[src/rtl/sram_arb_pkg.sv]
// rtl/sram_arb_pkg.sv - shared types and default geometry for SRAM port sharing controllers
package sram_arb_pkg;

  localparam int DEF_ADDR_W = 13;
  localparam int DEF_DATA_W = 5;
  localparam int DEF_DEPTH  = 8192;

  typedef enum logic {
    ST_CLEAR,
    ST_RUN
  } arb_state_e;

  typedef enum logic {
    PTR_READ,
    PTR_WRITE
  } rr_ptr_e;

endpackage

[src/rtl/sram_port_arbiter_if.sv]
// rtl/sram_port_arbiter_if.sv - write/read requester and read response bundle
interface sram_port_arbiter_if #(
  parameter int ADDR_W = 13,
  parameter int DATA_W = 5
);

  logic              wr_valid;
  logic              wr_ready;
  logic [ADDR_W-1:0] wr_addr;
  logic [DATA_W-1:0] wr_data;
  logic              rd_valid;
  logic              rd_ready;
  logic [ADDR_W-1:0] rd_addr;
  logic              rd_resp_valid;
  logic [DATA_W-1:0] rd_resp_data;

  modport master (
    output wr_valid, wr_addr, wr_data, rd_valid, rd_addr,
    input  wr_ready, rd_ready, rd_resp_valid, rd_resp_data
  );

  modport slave (
    input  wr_valid, wr_addr, wr_data, rd_valid, rd_addr,
    output wr_ready, rd_ready, rd_resp_valid, rd_resp_data
  );

endinterface

[src/rtl/rr_arb2.sv]
// rtl/rr_arb2.sv - two-requester round-robin arbiter with grant enable and registered pointer
module rr_arb2
  import sram_arb_pkg::*;
(
  input  logic clock,
  input  logic reset_n,
  input  logic en,
  input  logic req_rd,
  input  logic req_wr,
  output logic gnt_rd,
  output logic gnt_wr
);

  rr_ptr_e ptr_q;

  // Pointer only matters under contention; a lone requester always wins.
  always_comb begin
    gnt_rd = en && req_rd && (!req_wr || (ptr_q == PTR_READ));
    gnt_wr = en && req_wr && (!req_rd || (ptr_q == PTR_WRITE));
  end

  always_ff @(posedge clock or negedge reset_n) begin
    if (!reset_n) begin
      ptr_q <= PTR_READ;
    end else if (gnt_rd) begin
      ptr_q <= PTR_WRITE;
    end else if (gnt_wr) begin
      ptr_q <= PTR_READ;
    end
  end

endmodule

[src/rtl/sram_port_arbiter.sv]
// rtl/sram_port_arbiter.sv - zero-clear sequencer and round-robin sharer of one RW SRAM port
module sram_port_arbiter
  import sram_arb_pkg::*;
#(
  parameter int ADDR_W = DEF_ADDR_W,
  parameter int DATA_W = DEF_DATA_W,
  parameter int DEPTH  = DEF_DEPTH
) (
  input  logic                clock,
  input  logic                reset_n,
  input  logic                clear_req,
  output logic                init_done,
  sram_port_arbiter_if.slave  bus,
  output logic [ADDR_W-1:0]   sram_addr,
  output logic                sram_en,
  output logic                sram_wmode,
  output logic [DATA_W-1:0]   sram_wdata,
  input  logic [DATA_W-1:0]   sram_rdata
);

  localparam logic [ADDR_W-1:0] LAST_ADDR = ADDR_W'(DEPTH - 1);

  arb_state_e        state_q, state_d;
  logic [ADDR_W-1:0] clr_cnt_q, clr_cnt_d;
  logic              clr_active;
  logic              gnt_rd, gnt_wr;
  logic              resp_valid_q;

  always_ff @(posedge clock or negedge reset_n) begin
    if (!reset_n) begin
      state_q      <= ST_CLEAR;
      clr_cnt_q    <= '0;
      resp_valid_q <= 1'b0;
    end else begin
      state_q      <= state_d;
      clr_cnt_q    <= clr_cnt_d;
      resp_valid_q <= gnt_rd;
    end
  end

  always_comb begin
    state_d   = state_q;
    clr_cnt_d = clr_cnt_q;
    case (state_q)
      ST_CLEAR: begin
        clr_cnt_d = clr_cnt_q + ADDR_W'(1);
        if (clr_cnt_q == LAST_ADDR) begin
          state_d   = ST_RUN;
          clr_cnt_d = '0;
        end
      end
      ST_RUN: begin
        if (clear_req) begin
          state_d   = ST_CLEAR;
          clr_cnt_d = '0;
        end
      end
    endcase
  end

  rr_arb2 u_rr_arb2 (
    .clock   (clock),
    .reset_n (reset_n),
    .en      (state_q == ST_RUN),
    .req_rd  (bus.rd_valid),
    .req_wr  (bus.wr_valid),
    .gnt_rd  (gnt_rd),
    .gnt_wr  (gnt_wr)
  );

  // Reset parks in CLEAR; gating with reset_n keeps the macro idle while reset is held.
  assign clr_active = (state_q == ST_CLEAR) && reset_n;

  always_comb begin
    sram_en    = 1'b0;
    sram_wmode = 1'b0;
    sram_addr  = '0;
    sram_wdata = '0;
    if (clr_active) begin
      sram_en    = 1'b1;
      sram_wmode = 1'b1;
      sram_addr  = clr_cnt_q;
    end else if (gnt_wr) begin
      sram_en    = 1'b1;
      sram_wmode = 1'b1;
      sram_addr  = bus.wr_addr;
      sram_wdata = bus.wr_data;
    end else if (gnt_rd) begin
      sram_en    = 1'b1;
      sram_addr  = bus.rd_addr;
    end
  end

  assign init_done         = (state_q == ST_RUN);
  assign bus.wr_ready      = gnt_wr;
  assign bus.rd_ready      = gnt_rd;
  assign bus.rd_resp_valid = resp_valid_q;
  assign bus.rd_resp_data  = sram_rdata;

endmodule

[src/flat_wrapper.sv]
// flat-port wrapper written by rule: the top's interface ports become plain ports
module sram_port_arbiter_flat import sram_arb_pkg::*;
#(
  parameter int ADDR_W = DEF_ADDR_W,
  parameter int DATA_W = DEF_DATA_W,
  parameter int DEPTH  = DEF_DEPTH
)
  (clock, reset_n, clear_req, init_done, sram_addr, sram_en, sram_wmode, sram_wdata, sram_rdata, bus_wr_valid, bus_wr_addr, bus_wr_data, bus_rd_valid, bus_rd_addr, bus_wr_ready, bus_rd_ready, bus_rd_resp_valid, bus_rd_resp_data);
  sram_port_arbiter_if #(.ADDR_W(ADDR_W), .DATA_W(DATA_W)) bus_i ();
  input  logic clock;
  input  logic reset_n;
  input  logic clear_req;
  output logic init_done;
  output logic [ADDR_W-1:0] sram_addr;
  output logic sram_en;
  output logic sram_wmode;
  output logic [DATA_W-1:0] sram_wdata;
  input  logic [DATA_W-1:0] sram_rdata;
  input wire logic [$bits(bus_i.wr_valid)-1:0] bus_wr_valid;
  input wire logic [$bits(bus_i.wr_addr)-1:0] bus_wr_addr;
  input wire logic [$bits(bus_i.wr_data)-1:0] bus_wr_data;
  input wire logic [$bits(bus_i.rd_valid)-1:0] bus_rd_valid;
  input wire logic [$bits(bus_i.rd_addr)-1:0] bus_rd_addr;
  output wire logic [$bits(bus_i.wr_ready)-1:0] bus_wr_ready;
  output wire logic [$bits(bus_i.rd_ready)-1:0] bus_rd_ready;
  output wire logic [$bits(bus_i.rd_resp_valid)-1:0] bus_rd_resp_valid;
  output wire logic [$bits(bus_i.rd_resp_data)-1:0] bus_rd_resp_data;
  assign bus_i.wr_valid = bus_wr_valid;
  assign bus_i.wr_addr = bus_wr_addr;
  assign bus_i.wr_data = bus_wr_data;
  assign bus_i.rd_valid = bus_rd_valid;
  assign bus_i.rd_addr = bus_rd_addr;
  assign bus_wr_ready = bus_i.wr_ready;
  assign bus_rd_ready = bus_i.rd_ready;
  assign bus_rd_resp_valid = bus_i.rd_resp_valid;
  assign bus_rd_resp_data = bus_i.rd_resp_data;
  sram_port_arbiter #(.ADDR_W(ADDR_W), .DATA_W(DATA_W), .DEPTH(DEPTH)) u_core (.clock(clock), .reset_n(reset_n), .clear_req(clear_req), .init_done(init_done), .bus(bus_i), .sram_addr(sram_addr), .sram_en(sram_en), .sram_wmode(sram_wmode), .sram_wdata(sram_wdata), .sram_rdata(sram_rdata));
endmodule
[config.mk]
export PLATFORM = sky130hd
export DESIGN_NAME = sram_port_arbiter_flat
export DESIGN_NICKNAME = d
export VERILOG_FILES = /design/src/rtl/sram_arb_pkg.sv /design/src/rtl/sram_port_arbiter_if.sv /design/src/rtl/rr_arb2.sv /design/src/rtl/sram_port_arbiter.sv /design/src/flat_wrapper.sv
export SDC_FILE = /design/constraint.sdc
export NUM_CORES = 1
export LEC_CHECK = 0
export ABC_AREA = 1
export CAP_MARGIN = 20
export CORE_AREA = 5 5 64 66
export CTS_CLUSTER_SIZE = 14
export DETAILED_ROUTE_END_ITERATION = 10
export DIE_AREA = 0 0 69 71
export PLACE_DENSITY = 0.81
export SLEW_MARGIN = 20
export SYNTH_ARGS = -nofsm -noshare
export SYNTH_HDL_FRONTEND = slang
export SYNTH_SLANG_ARGS = --single-unit
[constraint.sdc]
create_clock -name clock -period 2.1 [get_ports clock]
set_input_delay 0.42 -clock clock [delete_from_list [all_inputs] [get_ports clock]]
set_output_delay 0.42 -clock clock [all_outputs]
set_load 0.03 [all_outputs]
==> results of run 1 <==
## synthesized netlist by cell type
master,instances,area [sq um]
nand3_2,2,20.0
nor3_1,1,5.00
inv_1,22,82.6
buf_2,2,10.0
nor2_2,4,25.0
nand3_1,20,100
nor3_2,1,10.0
o21ai_4,1,16.3
clkbuf_2,1,5.00
nand2_1,80,300
xor2_1,4,35.0
dfrtp_1,16,400
nand4_1,4,25.0
inv_2,3,11.3
o22ai_1,2,12.5
a21oi_4,1,16.3
nor2_1,14,52.6
o21ai_2,4,35.0
buf_4,8,60.1
xnor2_1,1,8.76
ha_1,1,12.5
nand3_4,1,17.5
a21oi_2,1,8.76
o21ai_0,5,25.0
nand2_4,1,11.3
## sequential cells by signal, summed over array words and instances (netlist names)
register,flops
u_core.init_done,1
u_core.u_rr_arb2.ptr_q,1
u_core.bus.rd_resp_valid,1
u_core.clr_cnt_q,13
## worst reg2reg max path: cells and delay by family (launching register included)
family                   cells  cell delay [ns]
adder cells (fa/ha/maj)      1             0.31
buffers and inverters        1             0.08
AND/OR/NAND/NOR              2             0.23
flip-flops                   1             0.48
AO/OA/AOI/OAI                2             0.34
## layout make-up
cell class | count | share of cell area [%]
multi-input cells | 148 | 37.8
inverters | 25 | 5.07
clock buffers | 4 | 1.86
repair buffers | 66 | 31.6
well taps | 48 | 3.08
flip-flops and latches | 16 | 20.6
## path summary, 6_finish.rpt
| check | slack (ns) | cells after the start | startpoint | end |
|---|---|---|---|---|
| worst max-delay path | 0.06 | 7 | bus_wr_valid | sram_addr[1] |
| worst min-delay path | 0.50 | 2 | reset_n | u_core.clr_cnt_q[11] |
| worst max register to register | 0.55 | 6 | u_core.clr_cnt_q[0] | u_core.clr_cnt_q[12] |
| worst min register to register | 0.57 | 2 | u_core.clr_cnt_q[12] | u_core.clr_cnt_q[12] |
| max in group asynchronous | 1.40 | 2 | reset_n | u_core.init_done |
| min in group clock | 0.57 | 2 | u_core.clr_cnt_q[12] | u_core.clr_cnt_q[12] |
## per-layer routing
layer,wire length [um],track usage (%),up-vias
li1,-,-,739
met1,1600,18.1,641
met2,1840,26.7,36
met3,209,4.40,5
met4,29,3.90,0
met5,0,0,-
## power by group through the flow
stage	clock network (mW)	logic, mW	registers [mW]
after CTS	0.213	0.646	0.560
after global placement	0	0.630	0.561
after global routing	0.230	0.715	0.581
after floorplan	0	0.491	0.505
final	0.209	0.645	0.562
after detailed placement	0	0.644	0.566
## stage by stage
stage	TNS [ns]	worst slack, ns	utilization, %	hold slack [ns]	total power [mW]
2_1_floorplan	0	0.132	-	0.124	0.996
3_3_place_gp	0	0.0773	54.0	0.553	1.19
3_5_place_dp	0	0.0521	54.0	0.550	1.21
4_1_cts	0	0.0415	55.1	0.514	1.42
5_1_grt	-0.0149	-0.00740	55.4	0.513	1.53
6_report	0	0.0564	55.4	0.503	1.42
## logic make-up after synthesis
| kind of cell | Yosys count | synth area share [%] |
|---|---|---|
| compound gates | 14 | 8.72 |
| fa+ha+maj | 1 | 0.958 |
| xor+xnor | 5 | 3.35 |
| simple gates | 128 | 43.4 |
| flops | 16 | 30.7 |
| buf+inv | 36 | 12.9 |
==> results.md, run 1 <==
* Status: finished clean
* DIE WIDTH at 69 um
* Sequential power share at 39.7%
* Commonest non-fill, non-tap cell in the layout: nand2_1
* Netlist cell types at 25
* Final period utilization at 97.3%
* Row count at 22
* Area Overhead vs Synth at 49.3%
* Placed Cells at 303
* # Post-CTS Setup Buffers at 0
* ANT cells at 0
* WS Path Type: in -> out
* Clock power frac at 14.8%
* Worst Setup End Kind: output pin
* Vias in the first global route at 1379
* Minimum clock period at 2.04 ns
* Leak Pwr at 0.928 nW
* CP cell instances: clkdlybuf4s50_1, nand2_1, a21oi_4, buf_4, nand2_1, nand3_1, buf_4
* First-pass GRT wire length at 6240 um
* Share of cells above drive strength 1 at 20.8%
* Cells after synthesis at 200
* Worst path bufs/invs at 3
* Slowest CP cell: clkdlybuf4s50_1
* Root buffer cell: clkbuf_4
* Comb power frac at 45.6%
* Mapped Nets at 242
* Hpwl dp at 3030 um
* Post-synthesis sequential area ratio at 30.7%
* Synthesized cell area at 1310 sq um
* Max Slew Vio Count at 0
* Die height at 71 um
* Slew Limit Headroom at 78.2%
* CTS Sinks at 16
* Post-Route WL at 3670 um
* Ys Warns at 0
* # IOs at 70
* RD Place Congestion at 0.864
* Sw Ratio at 44.1%
* Die ar. at 4900 sq um
* Worst-margin pin slew at 0.326 ns
* MaxCap Viol Count at 0
* Area of the multi-input gates at 737 sq um
* Total track usage at 15.2%
* Worst EP required at 1.68 ns
* Initial antenna violation count at 0
* Crit path largest cell delay at 0.48 ns
* Largest net degree at the start of global routing at 17
* TritonRoute pass-1 iters at 4
* Kind of cell adding the most delay to the critical path: buffers and inverters
* Post-route ant nets at 0
* DRC at 0
* Worst-Skew Late Latency at 0.29 ns
* Mean Syn Cell Area at 6.53 sq um
* Flops & latches, synth at 16
* Fin. Hold Viols at 0
* Worst Path Max Fanout at 4
* Critical Path AT at 1.62 ns
* Vias at 1421
* PortBufs at 59
* CTS tree: yes
* CP Launch Type: primary input
* Tightest Hold Check Type: in -> async
* Worst Clk Skew at 0.00267 ns
* Psw at 0.625 mW
* Fill count at 349
* Most frequent cells in the layout: 80 x nand2_1, 37 x clkdlybuf4s50_1, 26 x buf_4
* Int Power at 0.791 mW
* Fin area at 1950 sq um
* Core ar. at 3520 sq um
* 1st-iter DRT viols at 57
* Power Dens Cells at 726 nW/um^2
* Clock slew seen by the registers of the worst setup and hold paths at 0.10 ns
* Total gr overflow at 0
* Via/cell ratio at 4.63
* Hold buffers post-CTS at 0
* Clock Path Buffers at 2
* Final setup violation count at 0
* Reg area at 402 sq um
* Resized Gates After CTS at 0
* H-Tree Depth at 1
* Placed inst area at 1900 sq um
* Unrepaired setup endpoints after global routing: true
* Initial Util at 37.1%
* Nets@finish at 302
* Wire per inst at 12.0 um
* CTS buffer count at 3
* Final Non-Filler Cells at 307
* Peak VDD IR at 0.438 mV
* Fmax at 489 MHz
Note: power is estimated with default switching activity, not from simulation.
==> inputs of run 2 (changes only) <==
--- a/config.mk
+++ b/config.mk
@@ -7,11 +7,12 @@
 export LEC_CHECK = 0
 export ABC_AREA = 1
 export CAP_MARGIN = 20
-export CORE_AREA = 5 5 64 66
+export CORE_AREA = 5 5 79 81
 export CTS_CLUSTER_SIZE = 14
 export DETAILED_ROUTE_END_ITERATION = 10
-export DIE_AREA = 0 0 69 71
-export PLACE_DENSITY = 0.81
+export DIE_AREA = 0 0 84 86
+export PLACE_DENSITY = 0.56
+export SETUP_SLACK_MARGIN = 0.5
 export SLEW_MARGIN = 20
 export SYNTH_ARGS = -nofsm -noshare
 export SYNTH_HDL_FRONTEND = slang
==> run 2 against run 1 <==
Cell count rose by 10%. Worst hold slack got worse by 0.18 ns. Critical path depth did not move. Die area rose by 47%. Fmax rose by 8.8%. Clock skew rose by 0.00069 ns. Clock-buffer cell count did not move. Utilization fell by 12 points. Highest routed layer unchanged. Power rose by 10%. Sequential power rose by 1%.
==> results.md, run 2 (synthesis results as in run 1) <==
* Status: finished clean
* Worst path bufs/invs at 3
* Reg area at 404 sq um
* Share of cells above drive strength 1 at 36.3%
* DIE WIDTH at 84 um
* CP cell instances: nand2_2, a21oi_4, buf_6, buf_16, nand2_2, nand3_2, buf_6
* Max Slew Vio Count at 0
* Worst Clk Skew at 0.00336 ns
* Initial antenna violation count at 0
* Largest net degree at the start of global routing at 17
* CTS Sinks at 16
* Die ar. at 7220 sq um
* Clock slew seen by the registers of the worst setup and hold paths at 0.07 ns
* Row count at 27
* Clock Path Buffers at 2
* Pre-CTS WS at -0.0321 ns
* Root buffer cell: clkbuf_8
* Post-route ant nets at 0
* Fmax at 533 MHz
* Vias in the first global route at 1480
* Setup TNS at 0 ns
* Util after Layout at 43.1%
* Fin. Hold Viols at 0
* Slowest CP cell: dfrtp_2
* Wire per inst at 12.9 um
* Core ar. at 5410 sq um
* Metal2 WL at 2140 um
* Minimum clock period at 1.88 ns
* Final period utilization at 89.4%
* RD Place Congestion at 0.845
* Leak Pwr at 1.12 nW
* WS Path Type: reg -> out
* Tightest Hold Check Type: in -> async
* ANT cells at 0
* Worst-margin pin slew at 0.388 ns
* Max Used Layer: met4
* Met3 wire len at 264 um
* TritonRoute pass-1 iters at 4
* Fill count at 566
* # IOs at 70
* CP Launch Type: flip-flop
* Commonest non-fill, non-tap cell in the layout: nand2_1
* Slew Limit Headroom at 74.0%
* CTS buffer count at 3
* Worst EP required at 1.68 ns
* Most frequent cells in the layout: 69 x nand2_1, 32 x clkdlybuf4s50_1, 24 x buf_6
* Die height at 86 um
* H-Tree Depth at 1
* Via/cell ratio at 4.29
* CTS tree: yes
* Post-Route WL at 4390 um
* Total gr overflow at 0
* DRC at 0
* M1 WL at 1960 um
* Unrepaired setup endpoints after global routing: true
* Kind of cell adding the most delay to the critical path: flip-flops
* Vias at 1455
* Initial Util at 24.2%
* Area Overhead vs Synth at 78.5%
* Final setup violation count at 0
* Critical Path AT at 1.46 ns
* Worst-Skew Late Latency at 0.25 ns
* Nets@finish at 310
* First-pass GRT wire length at 7320 um
* Peak VDD IR at 0.292 mV
* Total track usage at 12.2%
* 1st-iter DRT viols at 54
* Worst Setup End Kind: output pin
* Total power at 1.56 mW
* Worst Path Max Fanout at 6
* Hpwl dp at 3320 um
* Area of the multi-input gates at 915 sq um
* Max reg flops at 13
* Final worst slack at 0.222 ns
* MaxCap Viol Count at 0
* PortBufs at 59
* Final Non-Filler Cells at 339
* Crit path largest cell delay at 0.47 ns
* Placed Cells at 325
* Power Dens Cells at 670 nW/um^2
* Most flops, register: u_core.clr_cnt_q
[run 2: power breakdown]
group	internal, mW	switching (mW)
combinational	0.333	0.383
sequential	0.400	0.170
clock	0.166	0.110
[run 2: final timing paths]
check	startpoint	end	slack, ns	cells after the start
worst max-delay path	u_core.init_done	sram_addr[6]	0.22	7
worst min-delay path	reset_n	u_core.clr_cnt_q[2]	0.33	2
worst max register to register	u_core.clr_cnt_q[0]	u_core.clr_cnt_q[12]	0.62	6
worst min register to register	u_core.clr_cnt_q[0]	u_core.clr_cnt_q[0]	0.53	1
max in group asynchronous	reset_n	u_core.clr_cnt_q[1]	1.57	2
min in group clock	u_core.clr_cnt_q[0]	u_core.clr_cnt_q[0]	0.53	1
[run 2: layout make-up]
cell class	instances	area share [%]
timing repair inverter	2	0.644
clock buffer	4	2.36
multi-input combinational	148	39.2
timing repair buffer	72	32.1
inverter	25	4.45
tap	72	3.86
sequential	16	17.3
[run 2: what timing repair did]
action,CTS,global route
cloned,3,0
pin swaps,13,2
endpoints found under the setup margin,24,27
endpoints found under the hold margin,0,0
gates resized for setup,38,13
hold buffers,0,0
setup buffers,7,0
[run 2: metrics by stage]
stage,hold WS [ns],area [sq um]
after detailed placement,0.565,2030
after CTS,0.342,2290
after floorplan,0.124,1460
after global placement,0.558,2030
after global routing,0.363,2330
final,0.327,2330
[run 2: metal layers]
metal | vias up | track usage [%]
li1 | 757 | -
met1 | 656 | 15.4
met2 | 40 | 22.3
met3 | 2 | 2.69
met4 | 0 | 0.877
met5 | - | 0
